===== config.mk =====
export PLATFORM = sky130hd
export DESIGN_NAME = top_level_flat
export DESIGN_NICKNAME = d
export VERILOG_FILES = /design/src/rtl/top_level_if.sv /design/src/rtl/top_level.sv /design/src/flat_wrapper.sv
export SDC_FILE = /design/constraint.sdc
export NUM_CORES = 1
export LEC_CHECK = 0
export CORE_MARGIN = 3
export CORE_UTILIZATION = 40
export CTS_CLUSTER_DIAMETER = 60
export CTS_CLUSTER_SIZE = 14
export DETAILED_ROUTE_END_ITERATION = 6
export PLACE_DENSITY_LB_ADDON = 0.1
export SYNTH_ARGS = -nofsm -noshare
export SYNTH_HDL_FRONTEND = slang
export SYNTH_SLANG_ARGS = --single-unit

===== constraint.sdc =====
create_clock -name clk -period 2.15 [get_ports clk]
set_input_delay 0.43 -clock clk [delete_from_list [all_inputs] [get_ports clk]]
set_output_delay 0.43 -clock clk [all_outputs]
set_load 0.005 [all_outputs]

===== src/rtl/top_level_if.sv =====
// rtl/top_level_if.sv - req/ack start/done handshake between host and accelerator
interface top_level_if;
  logic req;
  logic ack;

  modport master (output req, input ack);
  modport slave  (input req, output ack);
endinterface


===== src/rtl/top_level.sv =====
// rtl/top_level.sv - data-memory accelerator running Hamming encode, Hamming decode and 5-bit pattern count in turn
// One program per req; ack rises on completion and drops when the next req is taken.

module data_mem #(
  parameter int DEPTH = 256
) (
  input  logic       clk_i,
  input  logic       we_i,
  input  logic [7:0] addr_i,
  input  logic [7:0] wdata_i,
  output logic [7:0] rdata_o
);
  logic [7:0] core [0:DEPTH-1];

  always @(posedge clk_i) begin
    if (we_i) core[addr_i] <= wdata_i;
  end

  assign rdata_o = core[addr_i];
endmodule

module top_level #(
  parameter int MEM_DEPTH = 256,
  parameter int N_MSG     = 15
) (
  input  logic       clk,
  input  logic       reset,
  top_level_if.slave bus
);
  typedef enum logic [1:0] {S_IDLE, S_RUN, S_DONE} state_e;
  typedef enum logic [1:0] {P_ENC, P_DEC, P_CNT} prog_e;

  state_e      state_q, state_d;
  prog_e       sel_q, sel_d;
  prog_e       cur_q, cur_d;
  logic [1:0]  ph_q, ph_d;
  logic [4:0]  idx_q, idx_d;
  logic [7:0]  lo_q, lo_d;
  logic [15:0] word_q, word_d;
  logic [4:0]  pat_q, pat_d;
  logic [7:0]  prev_q, prev_d;
  logic [7:0]  ctb_q, ctb_d;
  logic [7:0]  cto_q, cto_d;
  logic [7:0]  cts_q, cts_d;
  logic        ack_q, ack_d;

  logic        mem_we;
  logic [7:0]  mem_addr;
  logic [7:0]  mem_wdata;
  logic [7:0]  mem_rdata;
  logic [7:0]  msg_off;
  logic [7:0]  in_base;
  logic [7:0]  out_base;
  logic [15:0] window;
  logic [2:0]  byte_hits;
  logic [2:0]  cross_hits;
  logic        done_now;

  data_mem #(.DEPTH(MEM_DEPTH)) data_mem1 (
    .clk_i   (clk),
    .we_i    (mem_we),
    .addr_i  (mem_addr),
    .wdata_i (mem_wdata),
    .rdata_o (mem_rdata)
  );

  function automatic logic [15:0] ham_enc(input logic [11:1] d);
    logic p8, p4, p2, p1, p16;
    p8  = ^d[11:5];
    p4  = d[11] ^ d[10] ^ d[9] ^ d[8] ^ d[4] ^ d[3] ^ d[2];
    p2  = d[11] ^ d[10] ^ d[7] ^ d[6] ^ d[4] ^ d[3] ^ d[1];
    p1  = d[11] ^ d[9] ^ d[7] ^ d[5] ^ d[4] ^ d[2] ^ d[1];
    p16 = (^d) ^ p8 ^ p4 ^ p2 ^ p1;
    return {d[11:5], p8, d[4:2], p4, d[1], p2, p1, p16};
  endfunction

  // Result is {F, 4'b0, d[11:9], d[8:1]}; w bit k holds Hamming position k.
  function automatic logic [15:0] ham_dec(input logic [15:0] w_in);
    logic [15:0] w;
    logic        p8, p4, p2, p1, q, f;
    logic [3:0]  s;
    w  = w_in;
    p8 = ^w[15:9];
    p4 = w[15] ^ w[14] ^ w[13] ^ w[12] ^ w[7] ^ w[6] ^ w[5];
    p2 = w[15] ^ w[14] ^ w[11] ^ w[10] ^ w[7] ^ w[6] ^ w[3];
    p1 = w[15] ^ w[13] ^ w[11] ^ w[9] ^ w[7] ^ w[5] ^ w[3];
    s  = {p8 ^ w[8], p4 ^ w[4], p2 ^ w[2], p1 ^ w[1]};
    q  = ^w;
    f  = (s != 4'd0) && !q;
    if ((s != 4'd0) && q) w[s] = ~w[s];
    return {f, 4'b0000, w[15:13], w[12:9], w[7:5], w[3]};
  endfunction

  assign msg_off  = {2'b00, idx_q, 1'b0};
  assign in_base  = (cur_q == P_ENC) ? 8'd0 : 8'd64;
  assign out_base = (cur_q == P_ENC) ? 8'd30 : 8'd94;
  assign window   = {prev_q, mem_rdata};
  assign bus.ack  = ack_q;

  // Windows ending at bits 0..3 lie inside the byte; 4..7 reach into the previous byte.
  always_comb begin
    byte_hits  = 3'd0;
    cross_hits = 3'd0;
    for (int e = 0; e < 4; e++) begin
      if (mem_rdata[e +: 5] == pat_q) byte_hits = byte_hits + 3'd1;
    end
    for (int e = 4; e < 8; e++) begin
      if (window[e +: 5] == pat_q) cross_hits = cross_hits + 3'd1;
    end
  end

  // Memory port: address/write strobe depend only on registered state.
  always_comb begin
    mem_we    = 1'b0;
    mem_addr  = 8'd0;
    mem_wdata = 8'd0;
    if (state_q == S_RUN) begin
      case (cur_q)
        P_ENC, P_DEC: begin
          case (ph_q)
            2'd0: mem_addr = in_base + msg_off;
            2'd1: mem_addr = in_base + msg_off + 8'd1;
            2'd2: begin
              mem_we    = reset;
              mem_addr  = out_base + msg_off;
              mem_wdata = word_q[7:0];
            end
            default: begin
              mem_we    = reset;
              mem_addr  = out_base + msg_off + 8'd1;
              mem_wdata = word_q[15:8];
            end
          endcase
        end
        P_CNT: begin
          case (ph_q)
            2'd0: mem_addr = 8'd160;
            2'd1: mem_addr = {3'b100, idx_q};
            default: begin
              mem_we    = reset;
              mem_addr  = 8'd192 + {3'b000, idx_q};
              mem_wdata = (idx_q == 5'd0) ? ctb_q : ((idx_q == 5'd1) ? cto_q : cts_q);
            end
          endcase
        end
        default: ;
      endcase
    end
  end

  always_comb begin
    state_d  = state_q;
    sel_d    = sel_q;
    cur_d    = cur_q;
    ph_d     = ph_q;
    idx_d    = idx_q;
    lo_d     = lo_q;
    word_d   = word_q;
    pat_d    = pat_q;
    prev_d   = prev_q;
    ctb_d    = ctb_q;
    cto_d    = cto_q;
    cts_d    = cts_q;
    ack_d    = ack_q;
    done_now = 1'b0;

    case (state_q)
      S_IDLE, S_DONE: begin
        if (bus.req) begin
          ack_d   = 1'b0;
          state_d = S_RUN;
          cur_d   = sel_q;
          ph_d    = 2'd0;
          idx_d   = 5'd0;
          prev_d  = 8'd0;
          ctb_d   = 8'd0;
          cto_d   = 8'd0;
          cts_d   = 8'd0;
          case (sel_q)
            P_ENC:   sel_d = P_DEC;
            P_DEC:   sel_d = P_CNT;
            default: sel_d = P_ENC;
          endcase
        end
      end
      S_RUN: begin
        case (cur_q)
          P_ENC, P_DEC: begin
            case (ph_q)
              2'd0: begin
                lo_d = mem_rdata;
                ph_d = 2'd1;
              end
              2'd1: begin
                word_d = (cur_q == P_ENC) ? ham_enc({mem_rdata[2:0], lo_q})
                                          : ham_dec({mem_rdata, lo_q});
                ph_d   = 2'd2;
              end
              2'd2: ph_d = 2'd3;
              default: begin
                if (idx_q == 5'(N_MSG - 1)) begin
                  done_now = 1'b1;
                end else begin
                  idx_d = idx_q + 5'd1;
                  ph_d  = 2'd0;
                end
              end
            endcase
          end
          P_CNT: begin
            case (ph_q)
              2'd0: begin
                pat_d = mem_rdata[4:0];
                ph_d  = 2'd1;
              end
              2'd1: begin
                ctb_d  = ctb_q + {5'b00000, byte_hits};
                cto_d  = cto_q + {7'b0000000, |byte_hits};
                cts_d  = cts_q + {5'b00000, byte_hits}
                       + ((idx_q != 5'd0) ? {5'b00000, cross_hits} : 8'd0);
                prev_d = mem_rdata;
                if (idx_q == 5'd31) begin
                  idx_d = 5'd0;
                  ph_d  = 2'd2;
                end else begin
                  idx_d = idx_q + 5'd1;
                end
              end
              default: begin
                if (idx_q == 5'd2) done_now = 1'b1;
                else idx_d = idx_q + 5'd1;
              end
            endcase
          end
          default: done_now = 1'b1;
        endcase
        if (done_now) begin
          state_d = S_DONE;
          ack_d   = 1'b1;
        end
      end
      default: state_d = S_IDLE;
    endcase
  end

  always_ff @(posedge clk) begin
    if (!reset) begin
      state_q <= S_IDLE;
      sel_q   <= P_ENC;
      cur_q   <= P_ENC;
      ph_q    <= 2'd0;
      idx_q   <= 5'd0;
      lo_q    <= 8'd0;
      word_q  <= 16'd0;
      pat_q   <= 5'd0;
      prev_q  <= 8'd0;
      ctb_q   <= 8'd0;
      cto_q   <= 8'd0;
      cts_q   <= 8'd0;
      ack_q   <= 1'b0;
    end else begin
      state_q <= state_d;
      sel_q   <= sel_d;
      cur_q   <= cur_d;
      ph_q    <= ph_d;
      idx_q   <= idx_d;
      lo_q    <= lo_d;
      word_q  <= word_d;
      pat_q   <= pat_d;
      prev_q  <= prev_d;
      ctb_q   <= ctb_d;
      cto_q   <= cto_d;
      cts_q   <= cts_d;
      ack_q   <= ack_d;
    end
  end
endmodule


===== src/flat_wrapper.sv =====
// flat-port wrapper written by rule: the top's interface ports become plain ports
module top_level_flat 
#(
  parameter int MEM_DEPTH = 256,
  parameter int N_MSG     = 15
)
  (clk, reset, bus_req, bus_ack);
  top_level_if bus_i ();
  input  logic clk;
  input  logic reset;
  input wire logic [$bits(bus_i.req)-1:0] bus_req;
  output wire logic [$bits(bus_i.ack)-1:0] bus_ack;
  assign bus_i.req = bus_req;
  assign bus_ack = bus_i.ack;
  top_level #(.MEM_DEPTH(MEM_DEPTH), .N_MSG(N_MSG)) u_core (.clk(clk), .reset(reset), .bus(bus_i));
endmodule

After elaboration in Yosys (flattened, before gate mapping) --
Index checks and enable logic that the tools add are counted.
Storage, ports and cells: output and inout bits 1, register bits after elaboration 14, word-level logic and storage cells 69, input bits 3
Cells by class: reduce and logical (&&, ||, !) cells 14, mux-type cells 28, equal/unequal tests 20, add/subtract/negate cells 1
Operator list (number):
- $pmux 5 s2 | 3
- $mux 5 | 5
- $pmux 2 s2 | 5
- $ne 3x3->1 const B | 4
- $ne 4x4->1 const B | 3
- $mux 2 | 5
- $eq 2x1->1 const B | 4
- $logic_not 2->1 | 4
- $mux 1 | 7
- $reduce_and 7->1 | 1
- $eq 2x2->1 const B | 3
- $ne 6x6->1 const B | 1
- $pmux 2 s3 | 1
- $reduce_and 6->1 | 1
- $reduce_or 2->1 | 3
- $add 5x1->5 const B | 1
- $eq 5x2->1 const B | 1
- $eq 5x4->1 const B | 1
- $eq 5x5->1 const B | 1
- $ne 2x2->1 const B | 2
- $pmux 1 s2 | 2
- $reduce_and 2->1 | 2
- $reduce_and 3->1 | 1
- $reduce_or 3->1 | 1
- $reduce_bool 2->1 | 1

Logic depth before layout (Yosys ltp) --
Gate-level depths: netlist (run 1).
depth after elaboration 7, gate-level depth with buffers 8, gate-level depth less buffers 8

Worst setup path after synthesis (run 1) --
OpenSTA, ideal clock, no wires.
kind register to register, start point register u_core.idx_q[0], end point register u_core.state_q[1], cell stages (with the launch flop) 8, slack 0.246 ns, clock period less this slack 1.904 ns, buffers on the path 0, required time 2.033 ns, arrival 1.787 ns, setup time 0.117 ns, cell sequence dfxtp_1 > inv_1 > ha_1 > or4b_1 > or3_4 > o21ai_4 > o21ai_1 > a32o_1
Between the ends: word-level cells in the longest chain between the ends 7, elaborated cells between the ends (all ways) 10, those cells by class 3 x eq/ne; 6 x mux; 1 x reduce/logical
Ends and longest elaborated chain:
- start, declared | RTL line top_level.sv:37 | logic [4:0] idx_q, idx_d;
- start signal, assigned | RTL line top_level.sv:266 | idx_q <= idx_d;
- $eq 5x2->1 / $eq 5x4->1 (equally long branches) | RTL line top_level.sv:230, top_level.sv:201
- $mux 1 (on tied branches) | RTL line top_level.sv:230, top_level.sv:201
- $mux 1 (on tied branches) | RTL line top_level.sv:211, top_level.sv:189
- $pmux 1 s2 (*) | RTL line top_level.sv:187 | case (cur_q)
- $mux 1 (*) | RTL line top_level.sv:167 | case (state_q)
- $ne 2x2->1 (no source line) (*)
- $reduce_and 2->1 (no source line) (*)
- end signal, assigned | RTL line top_level.sv:262 | state_q <= state_d;
- end, declared | RTL line top_level.sv:33 | state_e state_q, state_d;
Mark *: on every way between the ends. The rest lies on a longest branch, timed or not. The select of a mux whose other input is x is not followed. A chain may end at the register's enable or synchronous reset.

Worst setup path after layout (run 1) --
Same ends and word-level chain as after synthesis.

==> metrics.sh, run 1 <==
CRIT_PATH_END_KIND='register'
TIMING.RR.END='u_core.state_q[1]$_SDFFE_PN0P_'
CLOCK_TRANSITION_AT_THE_REGISTERS_OF_THE_REPORTED_PATHS_PS=90
CLOCK_TREE.HTREE_LEVEL_COUNT=1
SYNTH_TOP_FAMILY_BY_AREA='compound AO/OA/AOI/OAI gates'
CLKSINKCOUNT=14
SYNTH_COMPOUND_AREA_SHARE_PCT=22.40
N_ANTENNA_CELL=0
CRITICAL_PATH_PEAK_FANOUT=4
REG2REG_FROM='u_core.idx_q[0]$_SDFFE_PN0P_'
ROUTED_WL_UM=1592
CRITICAL_PATH_CELL_COUNT=7
GLOBALROUTE.BUSIESTLAYER='met2'
CRITICAL_PATH.STARTPOINT_TYPE='register'
SYNTH.YOSYS.WARNINGS=0
TIMING_WORST_SETUP_PATH_TYPE='reg2reg'
BOUNDARYPINS=4
ROUTE.ANTENNA.REMAINING_NETS=0
DRV_SLEW=0
REPORT.FINAL.SETUP_VIOL=0
MAXCAPVIOLATIONS=0
DRT_ITER0_DRC=19
RSZ0062_AT_GRT='no'
SYN2LAYOUT_AREA_GROWTH_PCT=17.49
ROUTE.VIAS.TOTAL=715
ROUTABILITYCONGESTION=0.7944
TOTAL_GRT_USAGE_PCT=13.99
REG2REG_SLACK_PS=110
POSTSYNTH.TOPFLOPCELL='sky130_fd_sc_hd__dfxtp_1'
CRITPATHREQUIREDTIME_PS=2330
GLOBALROUTEMET1UTIL_PCT=19.83
STARTPOINT='u_core.idx_q[0]$_SDFFE_PN0P_'
CRITICAL-PATH-MAX-STAGE-DELAY_PS=430
SYNTH_ADDER_AREA_SHARE_PCT=11.56
GRT_REMAINING_OVERFLOW=0
FINAL_LAYOUT_SIZE_SUFFIX_GT1_SHARE_PCT=16.96
CPLARGESTDELAYFAMILY='simple AND/OR/NAND/NOR gates'
FIN_WORST_SKEW_PS=2.443
FLOORPLAN.DIE_AREA_UM2=2759
P_PER_AREA_nW_PER_UM2=557.6
FINALCRITPERIODSHARE_PCT=94.74
AREA_SHARE_OF_AND_OR_NAND_NOR_CELLS_AFTER_SYNTHESIS_PCT=22.25
CTS_MADE_BUFFERS=3
AVGVIACOUNTPERCELL=5.144
WORST_MIN_DELAY_PATH_CLASS='reg2reg'
DIE_Y_UM=52.53
NETLIST_INSTANCES=99
CLOCK-ROOT-BUFFER='sky130_fd_sc_hd__clkbuf_4'
TIMING_HOLD_VIOLATIONS_FINAL=0
CELLINTERNALPOWER_uW=417.1
MULTI_INPUT_GATE_AREA_UM2=551.8
SYN_AVG_CELL_AREA_UM2=8.746
P_SEQ_SHARE_PCT=49.4
NUMBER_OF_GLOBAL_ROUTE_VIAS_BEFORE_REPAIR=640
NETSWITCHINGFRACTION_PCT=26.47
ASYNC_RESET_FF_SHARE_PCT=0
REG2REG_DEPTH=7
MAX_SLEW_MARGIN_PCT=72.30
GRT_START_MAX_NET_PINS=9
SYN_AREA_UM2=865.8
DIE_WIDTH_UM=52.53
REGAREA_UM2=282.8
GRT_UTIL_MET3_PCT=3.419
CORE_UM2=2002
POWER.CLOCK.FRACTION_PCT=33.7
ROUTEDWLPERCELL_UM=11.45
WIRE_LENGTH_OF_THE_FIRST_GLOBAL_ROUTING_PASS_UM=2849
FIN_NETS=124
FINALCOREUTILIZATION_PCT=50.81
PERIOD_MINUS_SLACK_PS=2037
LEAKAGE_nW=0.4064
ANTENNA_FOUND_INITIAL=0
WORSTPATHARRIVAL_PS=2210
PATH_CELLS='inv_2, ha_1, or4b_1, or3_4, o21ai_4, o21ai_2, a32o_1'
INSERTION_DELAY_PS=270
IR_DROP_mV=0.4206
PLACEMENT_ROWS=16
SYNTH_CELL_TYPES=35
TIMING.SETUP.TNS_PS=0
OUTCOME='completed'
FINAL_CELL_AREA_UM2=1017
SLOWEST_STAGE='sky130_fd_sc_hd__or4b_1'
YS_SEQ_AREA_SHARE_PCT=32.37
SYNTH_EDF_COUNT=0
FINAL.FILL_COUNT=194
SYNTHESIS.NETS=110
WORST_SETUP_PATH_ENDPOINT='u_core.state_q[1]$_SDFFE_PN0P_'
DETAILED_PLACE_HPWL_UM=1245
NET-SWITCHING-POWER_uW=150.1
GRT_USE_MET2_PCT=20.87
CLOCK_TREE_FROM_TRITONCTS='yes'
WORST-PATH-BUF-INV=1
COMBINATIONALPOWERSHARE_PCT=16.9
PORT-BUFFER-COUNT=3
START_UTIL_PCT=43.25
UPPER_CLOCK_FREQUENCY_LIMIT_GHz=0.4909
MUXSHAREOFSYNTHAREA_PCT=7.081
YS_SEQ_ELEMENTS=14
WORST_SLEW_PIN_SLEW_PS=411.2
POST-PLACE-CELLS=134
XOR_XNOR_SHARE_OF_THE_SYNTHESIZED_AREA_PCT=0
DRC_ERRORS=0
PLACED_CELL_AREA_UM2=967.2
DRT_FIRST_PASS_ITERS=4
BUFFER_LEVELS_ON_THE_LONGEST_CLOCK_PATH=2
INSTANCES_NO_FILL=139
-- how the worst min path moves through the flow --
| stage | from | to | slack (ps) | cells after the start |
|---|---|---|---|---|
| finish | u_core.sel_q[0]$_SDFFE_PN0P_ | u_core.sel_q[1]$_SDFFE_PN0P_ | 480 | 2 |
| CTS | u_core.sel_q[1]$_SDFFE_PN0P_ | u_core.sel_q[1]$_SDFFE_PN0P_ | 490 | 2 |
| global route | u_core.sel_q[1]$_SDFFE_PN0P_ | u_core.sel_q[1]$_SDFFE_PN0P_ | 520 | 2 |
| detailed placement | u_core.sel_q[0]$_SDFFE_PN0P_ | u_core.sel_q[1]$_SDFFE_PN0P_ | 480 | 2 |
| global placement | u_core.sel_q[0]$_SDFFE_PN0P_ | u_core.sel_q[1]$_SDFFE_PN0P_ | 470 | 2 |
| floorplan | u_core.sel_q[0]$_SDFFE_PN0P_ | u_core.sel_q[1]$_SDFFE_PN0P_ | 460 | 2 |
-- metrics by stage --
stage          power [mW]  worst slack [ps]  hold slack (ps)
2_1_floorplan      0.3476             245.5            458.3
3_3_place_gp       0.3778             123.6            473.8
3_5_place_dp       0.3791             146.0            475.8
4_1_cts            0.5720             118.6            491.7
5_1_grt            0.6001             2.461            516.6
6_report           0.5672             113.0            484.0
-- worst min-delay path, cell delays in order, from the launching register on --
cell and delay, ps:
sky130_fd_sc_hd__dfxtp_1 340, sky130_fd_sc_hd__nand2_1 60, sky130_fd_sc_hd__a21oi_1 50
-- area by class of cell --
type	count	area share, %
clock buffer	4	3.567
inverter	10	3.690
multi-input combinational	75	54.24
sequential	14	27.80
tap	27	3.321
timing repair buffer	9	7.380
-- synth_stat cells (2+ instances only) --
library cell                n  area share (%)
sky130_fd_sc_hd__o21a_1     2             1.7
sky130_fd_sc_hd__o22ai_1    2             1.4
sky130_fd_sc_hd__nand2b_1   2             1.4
sky130_fd_sc_hd__nand2_1   10             4.3
sky130_fd_sc_hd__dfxtp_1   14              32
sky130_fd_sc_hd__o21ai_1    2             1.2
sky130_fd_sc_hd__nor2_1     5             2.2
sky130_fd_sc_hd__o21ai_0    2             1.2
sky130_fd_sc_hd__nor2b_1    3             2.2
sky130_fd_sc_hd__or2b_1     2             1.7
sky130_fd_sc_hd__o221ai_1   2             2.0
sky130_fd_sc_hd__nor3_1     2             1.2
sky130_fd_sc_hd__ha_1       8              12
sky130_fd_sc_hd__mux2i_1    5             5.8
sky130_fd_sc_hd__inv_1     10             4.3
sky130_fd_sc_hd__a21oi_1    9             5.2
-- per-layer routing --
metal	wire [um]	vias to the layer above	part of all wire, %
met2	692	5	43
met5	0	-	0
met4	7	0	0.44
li1	-	384	-
met1	855	324	54
met3	36	2	2.3
-- placed cells by master (no fill, tap or decap), types with 2 or more instances in the layout --
| master | count |
|---|---|
| sky130_fd_sc_hd__a21oi_1 | 9 |
| sky130_fd_sc_hd__buf_4 | 6 |
| sky130_fd_sc_hd__clkbuf_4 | 3 |
| sky130_fd_sc_hd__clkdlybuf4s50_1 | 3 |
| sky130_fd_sc_hd__dfxtp_1 | 12 |
| sky130_fd_sc_hd__dfxtp_2 | 2 |
| sky130_fd_sc_hd__ha_1 | 8 |
| sky130_fd_sc_hd__inv_1 | 9 |
| sky130_fd_sc_hd__mux2i_1 | 5 |
| sky130_fd_sc_hd__nand2_1 | 10 |
| sky130_fd_sc_hd__nand2b_1 | 2 |
| sky130_fd_sc_hd__nor2_1 | 5 |
| sky130_fd_sc_hd__nor2b_1 | 3 |
| sky130_fd_sc_hd__nor3_1 | 2 |
| sky130_fd_sc_hd__o21a_1 | 2 |
| sky130_fd_sc_hd__o21ai_0 | 2 |
| sky130_fd_sc_hd__o221ai_1 | 2 |
| sky130_fd_sc_hd__o22ai_1 | 2 |
| sky130_fd_sc_hd__or2b_1 | 2 |
-- power by group through the flow --
stage / sequential [mW] / combinational, mW / clock (mW)
final: 0.280 / 0.0958 / 0.191
after global routing: 0.282 / 0.109 / 0.209
after CTS: 0.280 / 0.0934 / 0.199
after global placement: 0.286 / 0.0921 / 0
after detailed placement: 0.286 / 0.0931 / 0
after floorplan: 0.284 / 0.0634 / 0
-- logic make-up after synthesis --
logic type | Yosys count
AOI/OAI and AO/OA | 27
and+or+nand+nor | 34
muxes | 6
buffers and inverters | 10
adders and majority gates | 8
DFF | 14
-- timing repair --
item,in CTS,in global routing
hold buffers,0,0
buffers inserted,0,1
resized for setup,0,4
setup endpoints to repair,0,1
-- state kept, by name, summed over array words and instances (netlist names) --
signal          flops
u_core.state_q      2
u_core.bus.ack      1
u_core.cur_q        2
u_core.sel_q        2
u_core.idx_q        5
u_core.ph_q         2
Note: power is estimated with default switching activity, not from simulation.
==> run 2: changes to the inputs <==
--- a/config.mk
+++ b/config.mk
@@ -5,7 +5,7 @@
 export SDC_FILE = /design/constraint.sdc
 export NUM_CORES = 1
 export LEC_CHECK = 0
-export CORE_MARGIN = 3
+export CORE_MARGIN = 8
 export CORE_UTILIZATION = 40
 export CTS_CLUSTER_DIAMETER = 60
 export CTS_CLUSTER_SIZE = 14
==> run 2 against run 1 <==
Against the previous run:
- flip-flop and latch count stayed put
- highest routed layer unchanged
- sequential power hardly changed
- via count is 3.8% higher
- cell count is 1.4% higher
- sequential share of layout area is 0.31 points lower
- combinational power is 2% higher
- total power is 0.64% higher
- clock-buffer cell count stayed put
- non-clock buffer count is 1 higher
- design area is 0.25% higher
- critical path depth stayed put
- largest cell class unchanged
- critical endpoint unchanged
- worst setup slack better by 43 ps
==> metrics.sh, run 2 (same netlist as run 1, synthesis figures left out) <==
OUTCOME='completed'
N_ANTENNA_CELL=0  # unchanged
UPPER_CLOCK_FREQUENCY_LIMIT_GHz=0.5016  # +2.2%
START_UTIL_PCT=40.71  # -2.5 points
HOLDBUFCOUNTCTS=0  # unchanged
FINAL_CELL_AREA_UM2=1020  # +0.25%
CLKSINKCOUNT=14  # unchanged
PORT-BUFFER-COUNT=3  # unchanged
GRT_START_MAX_NET_PINS=9  # unchanged
WIRE_LENGTH_OF_THE_FIRST_GLOBAL_ROUTING_PASS_UM=3180  # +12%
MAX_SLEW_MARGIN_PCT=71.24  # -1.1 points
BOUNDARYPINS=4  # unchanged
IR_DROP_mV=0.3499  # -17%
CLOCK-ROOT-BUFFER='sky130_fd_sc_hd__clkbuf_4'
RSZ0062_AT_GRT='no'
DIE_Y_UM=62.53  # +19%
ANTENNA_FOUND_INITIAL=0  # unchanged
CTS_MADE_BUFFERS=3  # unchanged
LAYOUT.CELLS.MOST_COMMON='sky130_fd_sc_hd__dfxtp_1'
NUMBER_OF_GLOBAL_ROUTE_VIAS_BEFORE_REPAIR=748  # +17%
DRC_ERRORS=0  # unchanged
DRT_ITER0_DRC=7  # -12
CLOCK_TRANSITION_AT_THE_REGISTERS_OF_THE_REPORTED_PATHS_PS=100  # about the same
ROUTED_WL_UM=1767  # +11%
REG2REG_SLACK_PS=160  # +40 ps
CRITPATHREQUIREDTIME_PS=2340  # about the same
PLACEMENT_ROWS=17  # +1
WORSTPATHARRIVAL_PS=2180  # -30 ps
DRT_FIRST_PASS_ITERS=2  # -2
TIMING.SETUP.TNS_PS=0  # unchanged
ROUTE.VIAS.TOTAL=742  # +3.8%
DETAILED_PLACE_HPWL_UM=1398  # +12%
PLACED_CELL_AREA_UM2=983.4  # +1.7%
FINALCOREUTILIZATION_PCT=47.94  # -2.9 points
DRV_SLEW=0  # unchanged
FINAL_LAYOUT_SIZE_SUFFIX_GT1_SHARE_PCT=14.16  # -2.8 points
AVGVIACOUNTPERCELL=5.262  # +2.3%
ROUTEDWLPERCELL_UM=12.53  # +9.4%
TIMING_WORST_SETUP_PATH_TYPE='reg2reg'
CRITICAL_PATH_PEAK_FANOUT=4  # unchanged
FLOORPLAN.DIE_AREA_UM2=3909  # +42%
FIN_NETS=125  # +0.81%
GRT_REMAINING_OVERFLOW=0  # unchanged
FIN_WORST_SKEW_PS=13.79  # +11.34 ps
WORST_SLEW_PIN_SLEW_PS=426.9  # +15.71 ps
PERIOD_MINUS_SLACK_PS=1994  # -43.17 ps
LEAKAGE_nW=0.4095  # +0.77%
LARGEST_REG_FLOPS=5  # unchanged
INSERTION_DELAY_PS=290  # +20 ps
REPORT.FINAL.SETUP_VIOL=0  # unchanged
SYN2LAYOUT_AREA_GROWTH_PCT=17.77
TOTAL_POWER_uW=570.9  # +0.64%
BUFFER_LEVELS_ON_THE_LONGEST_CLOCK_PATH=2  # unchanged
WORST_MIN_DELAY_PATH_CLASS='reg2reg'
CRITICAL_PATH.STARTPOINT_TYPE='register'
POSTCTSSETUPBUFFERS=0  # unchanged
REGISTERS.TOP_BY_FF_COUNT='u_core.idx_q'
CLOCK_TREE_FROM_TRITONCTS='yes'
ROUTE.ANTENNA.REMAINING_NETS=0  # unchanged
TOTAL_GRT_USAGE_PCT=9.798  # -4.2 points
P_PER_AREA_nW_PER_UM2=559.8  # +0.40%
CORE_UM2=2127  # +6.2%
DIE_WIDTH_UM=62.53  # +19%
LAYOUT.CELLS.MOST_COMMON_LIST='14 x sky130_fd_sc_hd__dfxtp_1, 10 x sky130_fd_sc_hd__inv_1, 10 x sky130_fd_sc_hd__nand2_1'
CRIT_PATH_END_KIND='register'
CLOCK_TREE.HTREE_LEVEL_COUNT=1  # unchanged
ROUTABILITYCONGESTION=0.7597  # -4.4%
MAXCAPVIOLATIONS=0  # unchanged
TIMING_HOLD_VIOLATIONS_FINAL=0  # unchanged
CTS_RESIZED=0  # unchanged
FINALCRITPERIODSHARE_PCT=92.74  # -2.0 points
-- run 2: cell types whose count changed in the layout (fill, tap and decap cells not counted), sizes merged --
| cell | previous run | this run |
|---|---|---|
| buf | 6 | 7 |
-- run 2: stage by stage --
| stage | setup WS (ps) | cells | hold slack (ps) |
|---|---|---|---|
| global placement | 177.3 | 137 | 468.3 |
| finish | 156.2 | 141 | 486.6 |
| global route | 60.93 | 141 | 509.1 |
| detailed placement | 163.2 | 137 | 478.1 |
| CTS | 144.4 | 141 | 490.0 |
| floorplan | 245.5 | 99 | 458.3 |
-- run 2: final cells by class --
cell class              instances  area [um^2]
fillers                       234         1107
multi-input cells              75        548.0
flip-flops and latches         14        280.3
repair buffers                 10        82.58
inverters                      10        37.54
clock buffers                   4        36.28
well taps                      28        35.03
-- run 2: worst paths after layout --
check,startpoint,endpoint,cells past startpoint
worst max register to register,u_core.idx_q[0]$_SDFFE_PN0P_,u_core.state_q[1]$_SDFFE_PN0P_,7
worst min-delay path,u_core.sel_q[0]$_SDFFE_PN0P_,u_core.sel_q[1]$_SDFFE_PN0P_,2
worst min register to register,u_core.sel_q[0]$_SDFFE_PN0P_,u_core.sel_q[1]$_SDFFE_PN0P_,2
worst max-delay path,u_core.idx_q[0]$_SDFFE_PN0P_,u_core.state_q[1]$_SDFFE_PN0P_,7
-- run 2: metal layers --
metal | wire (um) | vias up | part of all wire, % | GRT usage, %
met5 | 0 | - | 0 | 0
met4 | 16 | 0 | 0.91 | 5.128
li1 | - | 384 | - | -
met3 | 35 | 2 | 2.0 | 2.688
met1 | 861 | 351 | 49 | 11.02
met2 | 853 | 5 | 48 | 16.43
-- run 2: worst max-delay path: stages, from the launching register on --
cell and delay [ps]:
sky130_fd_sc_hd__dfxtp_1 330, sky130_fd_sc_hd__inv_1 90, sky130_fd_sc_hd__ha_1 160, sky130_fd_sc_hd__or4b_1 440, sky130_fd_sc_hd__or3_4 390, sky130_fd_sc_hd__o21ai_4 170
sky130_fd_sc_hd__o21ai_1 80, sky130_fd_sc_hd__a32o_1 250
-- run 2: report_power, final --
part           leakage, nW  switching (mW)  internal (mW)
clock network       0.0210          0.0917          0.103
registers            0.114         0.00904          0.270
logic                0.275          0.0533         0.0441
